--- config.mk ---
export PLATFORM = sky130hd
export DESIGN_NAME = uart_tp_receiver
export DESIGN_NICKNAME = d
export VERILOG_FILES = /design/src/rtl/uart_tp_receiver.sv
export SDC_FILE = /design/constraint.sdc
export NUM_CORES = 1
export LEC_CHECK = 0
export CORE_ASPECT_RATIO = 0.8
export CORE_UTILIZATION = 31
export DETAILED_ROUTE_END_ITERATION = 8
export MAX_ROUTING_LAYER = met4
export PLACE_DENSITY = 0.51
export SLEW_MARGIN = 20
export SYNTH_ARGS = -nofsm -noshare
export SYNTH_HDL_FRONTEND = slang
export SYNTH_SLANG_ARGS = --single-unit
--- constraint.sdc ---
create_clock -name clk_pix -period 5.4 [get_ports clk_pix]
set_clock_uncertainty 0.15 [all_clocks]
set_input_delay 1.35 -clock clk_pix [delete_from_list [all_inputs] [get_ports clk_pix]]
set_output_delay 1.35 -clock clk_pix [all_outputs]
set_load 0.02 [all_outputs]
--- src/rtl/uart_tp_receiver.sv ---
`default_nettype none
// ============================================================================
//  Module      : uart_tp_receiver
//  Description : 8N1 UART receiver and "T=<n>\n" / "P=<n>\n" line parser.
//                Parsed 16-bit values are held pending and committed to the
//                output registers only on frame_start, so a value never
//                changes while a frame is being drawn. Single clock domain.
//  Revision    : 1.0 - initial release
// ============================================================================
module uart_tp_receiver #(
  parameter int unsigned CLK_HZ  = 74000000,
  parameter int unsigned BAUD    = 115200,
  parameter logic [15:0] T_RESET = 16'd0,
  parameter logic [15:0] P_RESET = 16'd0
) (
  input  logic        clk_pix,
  input  logic        rst_pix_n,
  input  logic        uart_rx,
  input  logic        frame_start,
  output logic [15:0] t_value,
  output logic [15:0] p_value,
  output logic        t_update,
  output logic        p_update,
  output logic        parse_err
);

  // Bit period in clocks; very low ratios are clamped so the half-bit
  // start-bit check still has room to count.
  localparam int unsigned CPB_RAW      = CLK_HZ / BAUD;
  localparam int unsigned CLKS_PER_BIT = (CPB_RAW < 4) ? 4 : CPB_RAW;
  localparam int unsigned CNT_W        = $clog2(CLKS_PER_BIT);
  localparam logic [CNT_W-1:0] C_BIT_LAST  = CNT_W'(CLKS_PER_BIT - 1);
  localparam logic [CNT_W-1:0] C_HALF_LAST = CNT_W'(CLKS_PER_BIT / 2 - 1);

  localparam logic [1:0] RX_IDLE  = 2'd0;
  localparam logic [1:0] RX_START = 2'd1;
  localparam logic [1:0] RX_DATA  = 2'd2;
  localparam logic [1:0] RX_STOP  = 2'd3;

  localparam logic [1:0] P_IDLE    = 2'd0;
  localparam logic [1:0] P_EQ      = 2'd1;
  localparam logic [1:0] P_DIGIT   = 2'd2;
  localparam logic [1:0] P_DISCARD = 2'd3;

  localparam logic [7:0] C_CR = 8'h0D;
  localparam logic [7:0] C_LF = 8'h0A;
  localparam logic [7:0] C_T  = 8'h54;
  localparam logic [7:0] C_P  = 8'h50;
  localparam logic [7:0] C_EQ = 8'h3D;

  // ---------------------------------------------------------------- receiver
  logic             rx_sync1_q, rx_sync2_q, rx_prev_q;
  logic [1:0]       rx_state_q, rx_state_d;
  logic [CNT_W-1:0] rx_cnt_q, rx_cnt_d;
  logic [2:0]       rx_bit_q, rx_bit_d;
  logic [7:0]       rx_shift_q, rx_shift_d;
  logic             w_rx_byte_vld, w_rx_frame_err;

  // Two-flop synchroniser plus a delayed copy for start-edge detection.
  always_ff @(posedge clk_pix or negedge rst_pix_n) begin
    if (!rst_pix_n) begin
      rx_sync1_q <= 1'b1;
      rx_sync2_q <= 1'b1;
      rx_prev_q  <= 1'b1;
    end else begin
      rx_sync1_q <= uart_rx;
      rx_sync2_q <= rx_sync1_q;
      rx_prev_q  <= rx_sync2_q;
    end
  end

  // Receiver state register and its bit-timing datapath.
  always_ff @(posedge clk_pix or negedge rst_pix_n) begin
    if (!rst_pix_n) begin
      rx_state_q <= RX_IDLE;
      rx_cnt_q   <= '0;
      rx_bit_q   <= '0;
      rx_shift_q <= '0;
    end else begin
      rx_state_q <= rx_state_d;
      rx_cnt_q   <= rx_cnt_d;
      rx_bit_q   <= rx_bit_d;
      rx_shift_q <= rx_shift_d;
    end
  end

  // Receiver next state: mid-bit sampling driven by the cycle counter.
  always_comb begin
    rx_state_d = rx_state_q;
    rx_cnt_d   = rx_cnt_q + 1'b1;
    rx_bit_d   = rx_bit_q;
    rx_shift_d = rx_shift_q;
    case (rx_state_q)
      RX_IDLE: begin
        rx_cnt_d = '0;
        if (rx_prev_q && !rx_sync2_q) rx_state_d = RX_START;
      end
      RX_START: begin
        if (rx_cnt_q == C_HALF_LAST) begin
          rx_cnt_d   = '0;
          rx_bit_d   = '0;
          // A line already back high at mid start bit was only a glitch.
          rx_state_d = rx_sync2_q ? RX_IDLE : RX_DATA;
        end
      end
      RX_DATA: begin
        if (rx_cnt_q == C_BIT_LAST) begin
          rx_cnt_d   = '0;
          rx_shift_d = {rx_sync2_q, rx_shift_q[7:1]};
          if (rx_bit_q == 3'd7) rx_state_d = RX_STOP;
          else                  rx_bit_d   = rx_bit_q + 3'd1;
        end
      end
      default: begin
        if (rx_cnt_q == C_BIT_LAST) begin
          rx_cnt_d   = '0;
          rx_state_d = RX_IDLE;
        end
      end
    endcase
  end

  // Receiver outputs: byte strobe or framing error at the stop-bit sample.
  always_comb begin
    w_rx_byte_vld  = 1'b0;
    w_rx_frame_err = 1'b0;
    if (rx_state_q == RX_STOP && rx_cnt_q == C_BIT_LAST) begin
      w_rx_byte_vld  = rx_sync2_q;
      w_rx_frame_err = !rx_sync2_q;
    end
  end

  // ------------------------------------------------------------------ parser
  logic [1:0]  ps_state_q, ps_state_d;
  logic [16:0] acc_q, acc_d;
  logic        has_dig_q, has_dig_d;
  logic        tgt_p_q, tgt_p_d;
  logic        w_is_digit, w_is_lf, w_is_cr, w_ovf, w_byte;
  logic [20:0] w_acc_next;
  logic        w_err, w_commit_t, w_commit_p;

  assign w_byte     = w_rx_byte_vld && (rx_shift_q != C_CR);
  assign w_is_digit = (rx_shift_q >= 8'h30) && (rx_shift_q <= 8'h39);
  assign w_is_lf    = (rx_shift_q == C_LF);
  assign w_is_cr    = (rx_shift_q == C_CR);
  assign w_acc_next = 21'(acc_q) * 21'd10 + 21'(rx_shift_q[3:0]);
  assign w_ovf      = (w_acc_next > 21'd65535);

  // Parser state register and accumulator.
  always_ff @(posedge clk_pix or negedge rst_pix_n) begin
    if (!rst_pix_n) begin
      ps_state_q <= P_IDLE;
      acc_q      <= '0;
      has_dig_q  <= 1'b0;
      tgt_p_q    <= 1'b0;
    end else begin
      ps_state_q <= ps_state_d;
      acc_q      <= acc_d;
      has_dig_q  <= has_dig_d;
      tgt_p_q    <= tgt_p_d;
    end
  end

  // Parser next state; carriage returns are invisible to every state.
  always_comb begin
    ps_state_d = ps_state_q;
    acc_d      = acc_q;
    has_dig_d  = has_dig_q;
    tgt_p_d    = tgt_p_q;
    if (w_rx_frame_err) begin
      if (ps_state_q != P_IDLE) ps_state_d = P_DISCARD;
    end else if (w_byte) begin
      case (ps_state_q)
        P_IDLE: begin
          if (rx_shift_q == C_T || rx_shift_q == C_P) begin
            tgt_p_d    = (rx_shift_q == C_P);
            ps_state_d = P_EQ;
          end else if (!w_is_lf) begin
            ps_state_d = P_DISCARD;
          end
        end
        P_EQ: begin
          if (rx_shift_q == C_EQ) begin
            acc_d      = '0;
            has_dig_d  = 1'b0;
            ps_state_d = P_DIGIT;
          end else begin
            ps_state_d = P_DISCARD;
          end
        end
        P_DIGIT: begin
          if (w_is_digit) begin
            if (w_ovf) begin
              ps_state_d = P_DISCARD;
            end else begin
              acc_d     = w_acc_next[16:0];
              has_dig_d = 1'b1;
            end
          end else if (w_is_lf) begin
            ps_state_d = P_IDLE;
          end else begin
            ps_state_d = P_DISCARD;
          end
        end
        default: begin
          if (w_is_lf) ps_state_d = P_IDLE;
        end
      endcase
    end
  end

  // Parser outputs: reject strobe and per-target commit strobes.
  always_comb begin
    w_err      = w_rx_frame_err;
    w_commit_t = 1'b0;
    w_commit_p = 1'b0;
    if (w_rx_byte_vld && !w_is_cr) begin
      case (ps_state_q)
        P_IDLE:  w_err = !(rx_shift_q == C_T || rx_shift_q == C_P || w_is_lf);
        P_EQ:    w_err = (rx_shift_q != C_EQ);
        P_DIGIT: begin
          if (w_is_digit)   w_err = w_ovf;
          else if (w_is_lf) w_err = !has_dig_q;
          else              w_err = 1'b1;
          w_commit_t = w_is_lf && has_dig_q && !tgt_p_q;
          w_commit_p = w_is_lf && has_dig_q &&  tgt_p_q;
        end
        default: w_err = 1'b0;
      endcase
    end
  end

  // ------------------------------------------------------------ commit stage
  logic        pend_t_q, pend_p_q;
  logic [15:0] pend_t_val_q, pend_p_val_q;
  logic [15:0] t_value_q, p_value_q;
  logic        t_update_q, p_update_q, parse_err_q;

  // Pending values move to the outputs only on frame_start; a commit landing
  // on that same edge re-arms the flag and waits for the next frame.
  always_ff @(posedge clk_pix or negedge rst_pix_n) begin
    if (!rst_pix_n) begin
      pend_t_q     <= 1'b0;
      pend_p_q     <= 1'b0;
      pend_t_val_q <= '0;
      pend_p_val_q <= '0;
      t_value_q    <= T_RESET;
      p_value_q    <= P_RESET;
      t_update_q   <= 1'b0;
      p_update_q   <= 1'b0;
      parse_err_q  <= 1'b0;
    end else begin
      parse_err_q <= w_err;
      t_update_q  <= frame_start && pend_t_q;
      p_update_q  <= frame_start && pend_p_q;
      if (frame_start && pend_t_q) t_value_q <= pend_t_val_q;
      if (frame_start && pend_p_q) p_value_q <= pend_p_val_q;
      if (w_commit_t) pend_t_val_q <= acc_q[15:0];
      if (w_commit_p) pend_p_val_q <= acc_q[15:0];
      pend_t_q <= w_commit_t || (pend_t_q && !frame_start);
      pend_p_q <= w_commit_p || (pend_p_q && !frame_start);
    end
  end

  assign t_value   = t_value_q;
  assign p_value   = p_value_q;
  assign t_update  = t_update_q;
  assign p_update  = p_update_q;
  assign parse_err = parse_err_q;

endmodule
`default_nettype wire

---- Word level (Yosys, flattened, before mapping) ----
Index checks and enable logic that the tools add are counted.
word-level totals
  flip-flop bits (word level) ............. 116
  input port bits ......................... 4
  output and inout port bits .............. 35
operators by class
  add/sub/neg operators ................... 3
  multipliers ............................. 1
  magnitude comparators ................... 3
  eq/ne operators ......................... 26
  multiplexer cells ....................... 43
  bitwise gates (word level) .............. 1
  reduce and logical (&&, ||, !) cells .... 36
operators by type and width
  operator                                                            number
  two-way mux 17 bit                                                  3
  case mux 17 bit (2 select lines)                                    1
  two-way mux 2 bit                                                   15
  adder 21 x 4 -> 21 bit                                              1
  greater-than comparator 21 x 16 -> 1 bit (second input constant)    1
  multiplier 17 x 3 -> 20 bit (second input constant)                 1
  two-way mux 10 bit                                                  2
  case mux 10 bit (2 select lines)                                    1
  == test 8 x 4 -> 1 bit (second input constant)                      2
  == test 8 x 7 -> 1 bit (second input constant)                      2
  != test 2 bit (second input constant)                               8
  two-way mux 1 bit                                                   13
  logical AND 1 bit                                                   12
  case mux 2 bit (3 select lines)                                     2
  adder 10 x 1 -> 10 bit (second input constant)                      1
  == test 10 bit (second input constant)                              1
  == test 10 x 9 -> 1 bit (second input constant)                     1
  AND reduction 5 bit                                                 2
  two-way mux 3 bit                                                   3
  == test 8 x 6 -> 1 bit (second input constant)                      1
  greater-or-equal comparator 8 x 6 -> 1 bit (second input constant)  1
  <= comparator 8 x 6 -> 1 bit (second input constant)                1
  != test 4 bit (second input constant)                               2
  != test 8 x 4 -> 1 bit (second input constant)                      1
  19 further kinds                                                    35

---- Logic depth before layout (Yosys ltp) ----
Gate-level depths: netlist (run 1).
  word-level depth ........................ 8
  depth in mapped cells ................... 14
  depth with buffers taken out ............ 13

---- Least setup slack after synthesis (run 1) ----
Ideal clock, no wire load.
  path kind ............................... reg-to-reg
  start point ............................. register acc_q[1]
  end point ............................... register ps_state_q[0]
  setup time .............................. 136 ps
  arrival time ............................ 3400 ps
  required time ........................... 5114 ps
  path slack .............................. 1715 ps
  stages on the path, launching flop included .. 15
  clock period less this slack ............ 3685 ps
  path through ............................ dfrtp_1 -> ha_1 -> ha_1 -> fa_1 -> a21o_1 -> a221oi_4 -> o21ai_1 -> a2111oi_2 -> a211oi_1 -> a31oi_1 -> nor2_1 -> and3_4 -> buf_6 -> a221oi_1 -> o21ai_0
between the ends
  word-level cells in the longest chain between the ends .. 5
ends and longest elaborated chain
  what                                      line  text
  start, declared                           135   logic [16:0] acc_q, acc_d;
  start signal, assigned                    153   acc_q <= '0;
  start signal, assigned                    158   acc_q <= acc_d;
  multiplier 17 x 3 -> 20 bit               146   assign w_acc_next = 21'(acc_q) * 21'd10 + 21'(rx_shift_q[3:0]);
  adder 21 x 4 -> 21 bit                    146
  greater-than comparator 21 x 16 -> 1 bit  147   assign w_ovf = (w_acc_next > 21'd65535);
  != test 4 bit (no source line)            -
  AND reduction 5 bit (no source line)      -
  end signal, assigned                      157   ps_state_q <= ps_state_d;
  end, declared                             134   logic [1:0] ps_state_q, ps_state_d;
No other way between the ends.
A chain may end at the register's enable or synchronous reset.

---- Worst setup path after layout (run 1) ----
  start point ............................. register acc_q[1]
  end point ............................... register acc_q[8]
between the ends
  word-level cells in the longest chain between the ends .. 5
  elaborated cells on any way between the ends .. 8
  those cells by class .................... add/sub (1); mul (1); order compare (1); eq/ne (1); mux (3); reduce/logical (1)
ends and longest elaborated chain
  what                                                                                             line
  multiplier 17 x 3 -> 20 bit *                                                                    146
  adder 21 x 4 -> 21 bit *                                                                         146
  greater-than comparator 21 x 16 -> 1 bit / two-way mux 17 bit (equally long branches)            147, 193
  != test 2 bit (no source line) / two-way mux 17 bit (equally long branches)                      -
  AND reduction 6 bit (no source line) / case mux 17 bit (2 select lines) (equally long branches)  -
Mark *: on every way between the ends. The rest lies on a longest branch, timed or not. The select of a mux whose other input is x is not followed.

==> flow_summary.toml, run 1 <==
[critical_path]
slowest_stage = "dfrtp_1"
critPathKind = "reg2reg"
cpPeakStageDelay_ps = 460
critPathMostFrequentCell = "ha_1"
crit_buf_inv = 0
critPathLaunchType = "flop"
path_cells = "ha_1 -> ha_1 -> fa_1 -> a21o_1 -> a221oi_4 -> o21ai_1 -> a2111oi_2 -> o21ba_2 -> a31oi_1 -> nor2_1 -> and3_4 -> and2_4 -> a31o_2"
path_max_fanout = 22
worst_setup_path_end_kind = "flop"
worstPathArrival_ps = 4270
worstPathRequired_ps = 5600
crit_family = "compound AO/OA/AOI/OAI gates"

[sta]
worst_pin_slew_ps = 936
hold_violations = 0
period_share_pct = 75.4
fin_setup_tns_ps = 0
slew_viol_final = 0
setup_viol = 0
period_minus_slack_ps = 4070
rsz0062_at_grt = "no"
max_freq_mhz = 246
slew_headroom_pct = 37.0

[synthesis]
synth-adder-area-share_pct = 8.96
synth_area_sq_um = 6310
synthCells = 570
synthSimpleGateAreaFrac_pct = 12.7
seq_area_frac_synth_pct = 46.1
ys_top_cells_by_area = "dfrtp_1 (45%), mux2_2 (13%), ha_1 (8.3%), nand2_1 (3.2%), nor2_1 (2.4%)"
synth_top_family_by_area = "multiplexers"
synth.top_cells.by_count = "dfrtp_1 (113), mux2_2 (75), nand2_1 (54)"
ys_warn_count = 0
yosys.area.top_type = "dfrtp_1"
ys_ff_latch = 116
synth_edf_count = 0
yosysMostFrequentCell = "dfrtp_1"
synth_cell_types = 63
yosysTopAreaCellShare_pct = 44.8
synth-main-ff-cell = "dfrtp_1"
async_flop_share_pct = 100
syn_nets = 618
muxShareOfSynthArea_pct = 14.5
synth_compound_area_share_pct = 11.7
synth_area_per_cell_sq_um = 11.1
synth_xor_xnor_area_share_pct = 3.75

[place]
port_buffers = 38
dp_hpwl_mm = 9.76
place.gp.congestion = 0.862

[finish]
final_core_util_pct = 38.3
n_antenna_cell = 0
seq_area_sq_um = 2910
multi_input_area_sq_um = 3250
nFillCells = 1906
drive_gt1_share_pct = 21.9
nets = 661
syn_to_final_growth_pct = 20.5

[grt]
grt_usage_pct = 14.5
grt_pass1_vias = 4389
grt_max_degree = 46
grt.overflow.total = 0
antenna_found_initial = 0
grt_pass1_wl_mm = 22.8

[clock_network]
cts_root_buf = "clkbuf_16"
clk_pin_slew_ps = 50
hold_buffers = 0
cts_tree = "done"
cts_resized = 0
clock_latency_ps = 420
cts_buffers = 17
cts_setup_buffers = 0
clk_path_buf_depth = 2
cts_sinks = 116
htreeDepth = 4

[power]
ir_drop_uv = 195
p_leak_nw = 3.66
p_per_area_nw_per_um2 = 302

[floorplanning]
initial_utilization_pct = 31.8
die_y_um = 130
rows = 46
coreArea_sq_um = 19900
die_width_um = 162
ioPinCount = 39
design.die.area_sq_um = 20900

[routing]
wl_met2_mm = 5.70
highest_layer = "met4"
m1WireLength_mm = 7.00
final_antenna_net_count = 0
wl_met3_um = 621
drc = 0
wl_per_cell_um = 15.2
vias = 4402
drtIter0Drc = 244
routed_wirelength_mm = 13.5
dr.pass1.iters = 4
vias_per_cell = 4.95

[min_path]
hold_class = "reg2reg"

[run]
cap_viol_max_count = 0

[outcome]
status = "completed"
state kept, by name (all words and copies together) (netlist names), 2 cells and up:
name	flops
pend_p_val_q	16
pend_t_val_q	16
acc_q	17
p_value	16
rx_shift_q	8
rx_bit_q	3
rx_state_q	2
rx_cnt_q	10
t_value	16
ps_state_q	2
kinds of logic (layout without fill, tap and decap cells):
group                      count (synthesis)  in the layout
and+or+nand+nor                          161            161
xor gates and xnor gates                  27             27
muxes                                     82             82
buffers and inverters                     34             90
adders and majority gates                 44             44
AOI/OAI and AO/OA                        106            106
DFF                                      116            116
cells in the final DEF, fill, tap and decap left out, types with 5 or more instances in the layout:
| cell type | Yosys | final |
|---|---|---|
| o21ai_0 | 27 | 27 |
| a22o_1 | 5 | 5 |
| o21ai_1 | 6 | 6 |
| a21o_1 | 9 | 9 |
| a21oi_1 | 16 | 16 |
| xnor2_1 | 14 | 14 |
| xor2_1 | 13 | 13 |
| nor2b_1 | 5 | 5 |
| nand3_1 | 17 | 17 |
| nand2_1 | 54 | 54 |
| nor3_1 | 7 | 7 |
| nor2_1 | 41 | 41 |
| a31o_2 | 6 | 6 |
| a211oi_1 | 5 | 5 |
| dfrtp_1 | 113 | 113 |
| mux2i_1 | 7 | 7 |
| a31oi_1 | 5 | 5 |
| clkbuf_16 | 0 | 17 |
| ha_1 | 42 | 42 |
| clkdlybuf4s50_1 | 0 | 37 |
| a31o_1 | 5 | 5 |
| mux2_2 | 75 | 75 |
| bufinv_16 | 0 | 5 |
| inv_1 | 16 | 16 |
where the power goes:
group	total, mW	internal (mW)	switching, mW
Clock	1.22	0.831	0.393
Sequential	0.937	0.898	0.0394
Combinational	0.139	0.0646	0.0741
area by class of cell:
class / instances / share of cell area, %
tap: 264 / 4.34
inverter: 17 / 0.839
clock inverter: 12 / 2.68
multi-input combinational: 420 / 42.8
sequential: 116 / 38.2
clock buffer: 20 / 5.87
timing repair buffer: 41 / 5.27
routing by layer:
layer  up-vias  global-route usage (%)
met5         -                       -
met2        87                    20.1
li1       2148                       -
met1      2153                    19.9
met3        14                    3.94
met4         0                    5.55
stage by stage:
stage | area [sq um] | hold slack, ps | setup slack, ps | power (mW) | instances
after floorplan | 6310 | 195 | 1710 | 1.04 | 570
after global placement | 6950 | 198 | 1440 | 1.08 | 858
after detailed placement | 6950 | 197 | 1340 | 1.09 | 858
after CTS | 7600 | 205 | 1300 | 2.32 | 890
after global routing | 7600 | 214 | 1050 | 2.39 | 890
final | 7600 | 204 | 1330 | 2.30 | 890
final timing paths:
path | slack (ps) | startpoint | depth (start not counted) | endpoint
max | 1330 | acc_q[1] | 13 | acc_q[8]
min | 200 | rx_sync1_q | 0 | rx_sync2_q
max reg2reg | 1330 | acc_q[1] | 13 | acc_q[8]
min reg2reg | 200 | rx_sync1_q | 0 | rx_sync2_q
max in group asynchronous | 3420 | rst_pix_n | 2 | rx_prev_q
min in group asynchronous | 780 | rst_pix_n | 1 | rx_shift_q[4]
No activity file was read; power rests on OpenSTA's default activity.
==> run 2: changes to the inputs <==
--- a/config.mk
+++ b/config.mk
@@ -9,7 +9,7 @@
 export CORE_UTILIZATION = 31
 export DETAILED_ROUTE_END_ITERATION = 8
 export MAX_ROUTING_LAYER = met4
-export PLACE_DENSITY = 0.51
+export PLACE_DENSITY = 0.53
 export SLEW_MARGIN = 20
 export SYNTH_ARGS = -nofsm -noshare
 export SYNTH_HDL_FRONTEND = slang
==> constraint.sdc (replaced) <==
create_clock -name clk_pix -period 3.7 [get_ports clk_pix]
set_clock_uncertainty 0.15 [all_clocks]
set_input_delay 0.925 -clock clk_pix [delete_from_list [all_inputs] [get_ports clk_pix]]
set_output_delay 0.925 -clock clk_pix [all_outputs]
set_load 0.02 [all_outputs]
==> run 2 against run 1 <==
Against the previous run: fmax increased by 12%; cell count increased by 5.1%; sequential power increased by 46%; routed wire length increased by 9.3%; flip-flop and latch count unchanged; first-iteration DRC count increased by 74%; power increased by 40%; hold slack about the same; register-to-register slack got worse by 1300 ps.
==> flow_summary.toml, run 2 (synthesized netlist as in run 1, its figures left out) <==
[min_path]
hold_class = "reg2reg"
holdCritStartpoint = "rx_sync1_q"
whs_path_depth = 0
min_to = "rx_sync2_q"

[place]
port_buffers = 38
dp.cells = 896
dp_hpwl_mm = 10.4
place.gp.congestion = 0.839

[finish]
multi_input_area_sq_um = 3460
nFillCells = 1889
n_antenna_cell = 0
final_common_cell = "dfrtp_1"
fin_cells = 935
largest-register = "acc_q"
drive_gt1_share_pct = 30.6
largest_reg_flops = 17
nets = 706
syn_to_final_growth_pct = 28.1
seq_area_sq_um = 2910
layout_common_cells = "dfrtp_1 (111), mux2_2 (75), nand2_1 (54)"
final_core_util_pct = 40.7

[power]
p_per_area_nw_per_um2 = 399
finalPower_mw = 3.23
p_leak_nw = 3.86
ir_drop_uv = 284

[sta]
period_share_pct = 98.0
setup_viol = 0
slew_viol_final = 0
worst_pin_slew_ps = 898
rsz0062_at_grt = "yes"
period_minus_slack_ps = 3630
fin_setup_tns_ps = 0
slew_headroom_pct = 40.1
hold_ws_ps = 204
hold_violations = 0
max_freq_mhz = 276

[grt]
grt_max_degree = 70
grt_usage_pct = 15.7
grt_pass1_vias = 4731
grt.overflow.total = 0
grt_pass1_wl_mm = 24.8
antenna_found_initial = 0

[critical_path]
reg2reg_depth = 13
ff2ff_setup_slack_ps = 70
path_max_fanout = 7
cp_num_cells = 13
slowest_stage = "dfrtp_1"
crit_buf_inv = 0
r2r_start = "acc_q[3]"
path_cells = "ha_4 -> ha_4 -> fa_2 -> a21o_1 -> a221oi_4 -> xnor2_1 -> nand4_1 -> and4bb_1 -> nand3_2 -> mux2i_4 -> and3_4 -> and2_4 -> a31o_2"
crit_family = "simple AND/OR/NAND/NOR gates"
reg2reg_to = "acc_q[4]"
critPathKind = "reg2reg"
cpPeakStageDelay_ps = 410
critPathMostFrequentCell = "ha_4"
critPathLaunchType = "flop"
worst_setup_path_end_kind = "flop"
worstPathRequired_ps = 3840
worstPathArrival_ps = 3760

[floorplanning]
design.die.area_sq_um = 20900
ioPinCount = 39
die_width_um = 162
initial_utilization_pct = 31.8
die_y_um = 130
coreArea_sq_um = 19900
rows = 46

[routing]
vias = 4657
drtIter0Drc = 424
vias_per_cell = 4.98
routed_wirelength_mm = 14.8
final_antenna_net_count = 0
wl_per_cell_um = 15.8
drc = 0
dr.pass1.iters = 4

[clock_network]
cts_tree = "done"
cts_sinks = 116
clk_path_buf_depth = 2
cts_buffers = 17
clk_pin_slew_ps = 60
clock_latency_ps = 410
hold_buffers = 0
cts_root_buf = "clkbuf_16"
htreeDepth = 4

[run]
cap_viol_max_count = 0

[outcome]
status = "completed"
## run 2: cell count changes in the layout (fill, tap and decap cells not counted), sizes merged
cell and delta:
clkinvlp +1, bufinv -3, inv +4, and3 +3
clkbuf -1, and2 +1, clkinv -1, buf +41
## run 2: final cells by class
cell class | instances | share of cell area, %
Multi-Input combinational cell | 424 | 42.7
Sequential cell | 116 | 36.0
Timing Repair Buffer | 82 | 8.96
Clock buffer | 19 | 5.60
Tap cell | 264 | 4.09
Clock inverter | 13 | 1.83
Inverter | 17 | 0.789
## run 2: metrics by stage
stage / worst slack [ps] / instance area (sq um)
floorplan: 14.6 / 6310
global placement: -83.2 / 7250
detailed placement: -144 / 7250
CTS: 3.44 / 7950
global route: -70.9 / 8080
finish: 74.5 / 8080
## run 2: worst max-delay path by stage
stage | start | to | slack, ps
global placement | acc_q[1] | acc_q[3] | -80
floorplan | acc_q[1] | ps_state_q[0] | 10
detailed placement | acc_q[1] | acc_q[4] | -140
finish | acc_q[3] | acc_q[4] | 70
global route | acc_q[3] | acc_q[13] | -70
CTS | acc_q[3] | acc_q[4] | 3
## run 2: power by group
part	switching (mW)	internal (mW)	total, mW
sequential	0.0562	1.31	1.37
clock	0.612	1.04	1.65
combinational	0.111	0.104	0.215
total	0.779	2.45	3.23
## run 2: repair_timing
item | 4_1_cts | 5_1_grt
resized for setup | 14 | 26
endpoints found under the setup margin | 19 | 21
pin swaps | 10 | 16
hold endpoints to repair | 0 | 0
setup buffers | 1 | 2
cloned | 4 | 0
## run 2: layer usage
metal / vias up / track usage, % / share of wire, %
met4: 0 / 4.77 / 1.0
met3: 12 / 3.30 / 5.4
met2: 105 / 22.4 / 43
met1: 2295 / 22.0 / 50
li1: 2245 / - / -
met5: - / - / 0
==> run 3: changes to the inputs <==
--- a/config.mk
+++ b/config.mk
@@ -6,10 +6,10 @@
 export NUM_CORES = 1
 export LEC_CHECK = 0
 export CORE_ASPECT_RATIO = 0.8
-export CORE_UTILIZATION = 31
+export CORE_UTILIZATION = 45
 export DETAILED_ROUTE_END_ITERATION = 8
 export MAX_ROUTING_LAYER = met4
-export PLACE_DENSITY = 0.53
+export PLACE_DENSITY = 0.67
 export SLEW_MARGIN = 20
 export SYNTH_ARGS = -nofsm -noshare
 export SYNTH_HDL_FRONTEND = slang
==> constraint.sdc (replaced) <==
create_clock -name clk_pix -period 3.6 [get_ports clk_pix]
set_clock_uncertainty 0.15 [all_clocks]
set_input_delay 0.9 -clock clk_pix [delete_from_list [all_inputs] [get_ports clk_pix]]
set_output_delay 0.9 -clock clk_pix [all_outputs]
set_load 0.02 [all_outputs]
==> run 3 against run 2 <==
Against the previous run: the run now ends with negative setup slack left; die area shrank 31%; clock power about the same; clock-buffer cell count up 3; cell area down 0.99%; critical path depth rose by 1; cell count shrank 8.7%; highest routed layer unchanged.
==> flow_summary.toml, run 3 (synthesized netlist as in run 1, its figures left out) <==
[sta]
slew_viol_final = 0
period_minus_slack_ps = 3690
worst_pin_slew_ps = 814
fin_setup_tns_ps = -375
rsz0062_at_grt = "yes"
layout_setup_ws_ps = -88.6
slew_headroom_pct = 45.6
max_freq_mhz = 271
period_share_pct = 102
hold_violations = 0
setup_viol = 12

[routing]
drtIter0Drc = 255
routed_wirelength_mm = 14.5
vias_per_cell = 5.46
vias = 4663
wl_per_cell_um = 17.0
drc = 0
dr.pass1.iters = 5
final_antenna_net_count = 0

[clock_network]
cts_sinks = 116
cts_tree = "done"
clk_path_buf_depth = 2
clk_pin_slew_ps = 50
clock_latency_ps = 410
cts_buffers = 17
cts_root_buf = "clkbuf_16"
htreeDepth = 4

[floorplanning]
design.die.area_sq_um = 14500
rows = 38
initial_utilization_pct = 46.4
die_y_um = 108
ioPinCount = 39
coreArea_sq_um = 13600
die_width_um = 134

[finish]
largest_reg_flops = 17
final_common_cell = "dfrtp_1"
syn_to_final_growth_pct = 26.8
n_antenna_cell = 0
layout_common_cells = "dfrtp_1 (111), mux2_2 (75), nand2_1 (54)"
drive_gt1_share_pct = 30.4
fin_cells = 854
largest-register = "acc_q"
nets = 709
final_core_util_pct = 58.9

[outcome]
status = "finished with violations"
violations = "negative setup slack"

[critical_path]
r2r_start = "acc_q[1]"
path_max_fanout = 5
worst_setup_path_end_kind = "flop"
critPathLaunchType = "flop"
reg2reg_to = "parse_err"
critPathKind = "reg2reg"
worstPathRequired_ps = 3730
crit_start = "acc_q[1]"
crit_buf_inv = 1
cpPeakStageDelay_ps = 410
crit_family = "compound AO/OA/AOI/OAI gates"
worstPathArrival_ps = 3820
ff2ff_setup_slack_ps = -90
slowest_stage = "a2111oi_4"
reg2reg_depth = 14
path_cells = "ha_4 -> ha_4 -> fa_2 -> a21o_1 -> a221oi_4 -> o21ai_2 -> a2111oi_4 -> o21ba_2 -> a31oi_1 -> nor2_2 -> buf_4 -> nand4_1 -> a31oi_1 -> o31ai_2"

[grt]
grt_max_degree = 62
grt_pass1_wl_mm = 23.4
grt.overflow.total = 0
antenna_found_initial = 0
grt_usage_pct = 21.7
grt_pass1_vias = 4649

[min_path]
whs_path_depth = 0
holdCritStartpoint = "rx_sync1_q"
min_to = "rx_sync2_q"
hold_class = "reg2reg"

[power]
p_leak_nw = 3.89
ir_drop_uv = 299
finalPower_mw = 3.31
p_per_area_nw_per_um2 = 413

[run]
cap_viol_max_count = 0

[place]
dp.cells = 813
place.gp.congestion = 0.911
dp_hpwl_mm = 9.93
port_buffers = 38
==> run 3: cell type report <==
class	count	area, sq um
inverters	17	63.8
flip-flops and latches	116	2910
clock inverters	10	130
clock buffers	22	464
fillers	1121	5590
repair buffers	85	747
multi-input cells	424	3460
well taps	180	225
==> run 3: per-layer routing <==
layer / GRT usage (%) / share of wire, % / routed length [um]
met1: 29.4 / 50 / 7330
met5: - / 0 / 0
met2: 32.1 / 45 / 6510
met4: 7.38 / 0.89 / 129
met3: 4.85 / 3.9 / 563
==> run 3: worst max-delay path by stage <==
stage / endpoint / slack [ps] / cells past startpoint
floorplan: ps_state_q[0] / 20 / 14
global placement: acc_q[3] / -90 / 13
detailed placement: acc_q[3] / -170 / 13
CTS: parse_err / -30 / 14
global route: parse_err / -230 / 15
finish: parse_err / -90 / 14
==> run 3: per-stage QoR <==
stage                     hold slack (ps)  area, sq um  setup WS [ps]
final                                 205         8000          -88.6
after global routing                  217         8000           -229
after CTS                             206         7810          -32.5
after detailed placement              198         7160           -165
after global placement                198         7160          -85.1
after floorplan                       195         6310           19.7
==> run 3: timing repair <==
item,CTS,global route
pin swaps,9,17
gates resized for setup,8,33
gates cloned,2,2
setup buffers,2,3
hold buffers,0,0
setup endpoints to repair,20,21
==> run 3: worst register-to-register path: cells and delay by family (launching register included) <==
kind,cells,cell delay (ps)
DFF,1,400
adders and majority gates,3,750
and+or+nand+nor,2,380
buffers and inverters,1,150
AOI/OAI and AO/OA,8,1720
==> run 3: where the power goes <==
group	leakage, nW	switching [mW]	internal (mW)
Sequential	1.60	0.0584	1.35
Clock	0.290	0.558	1.12
Combinational	2.00	0.118	0.108
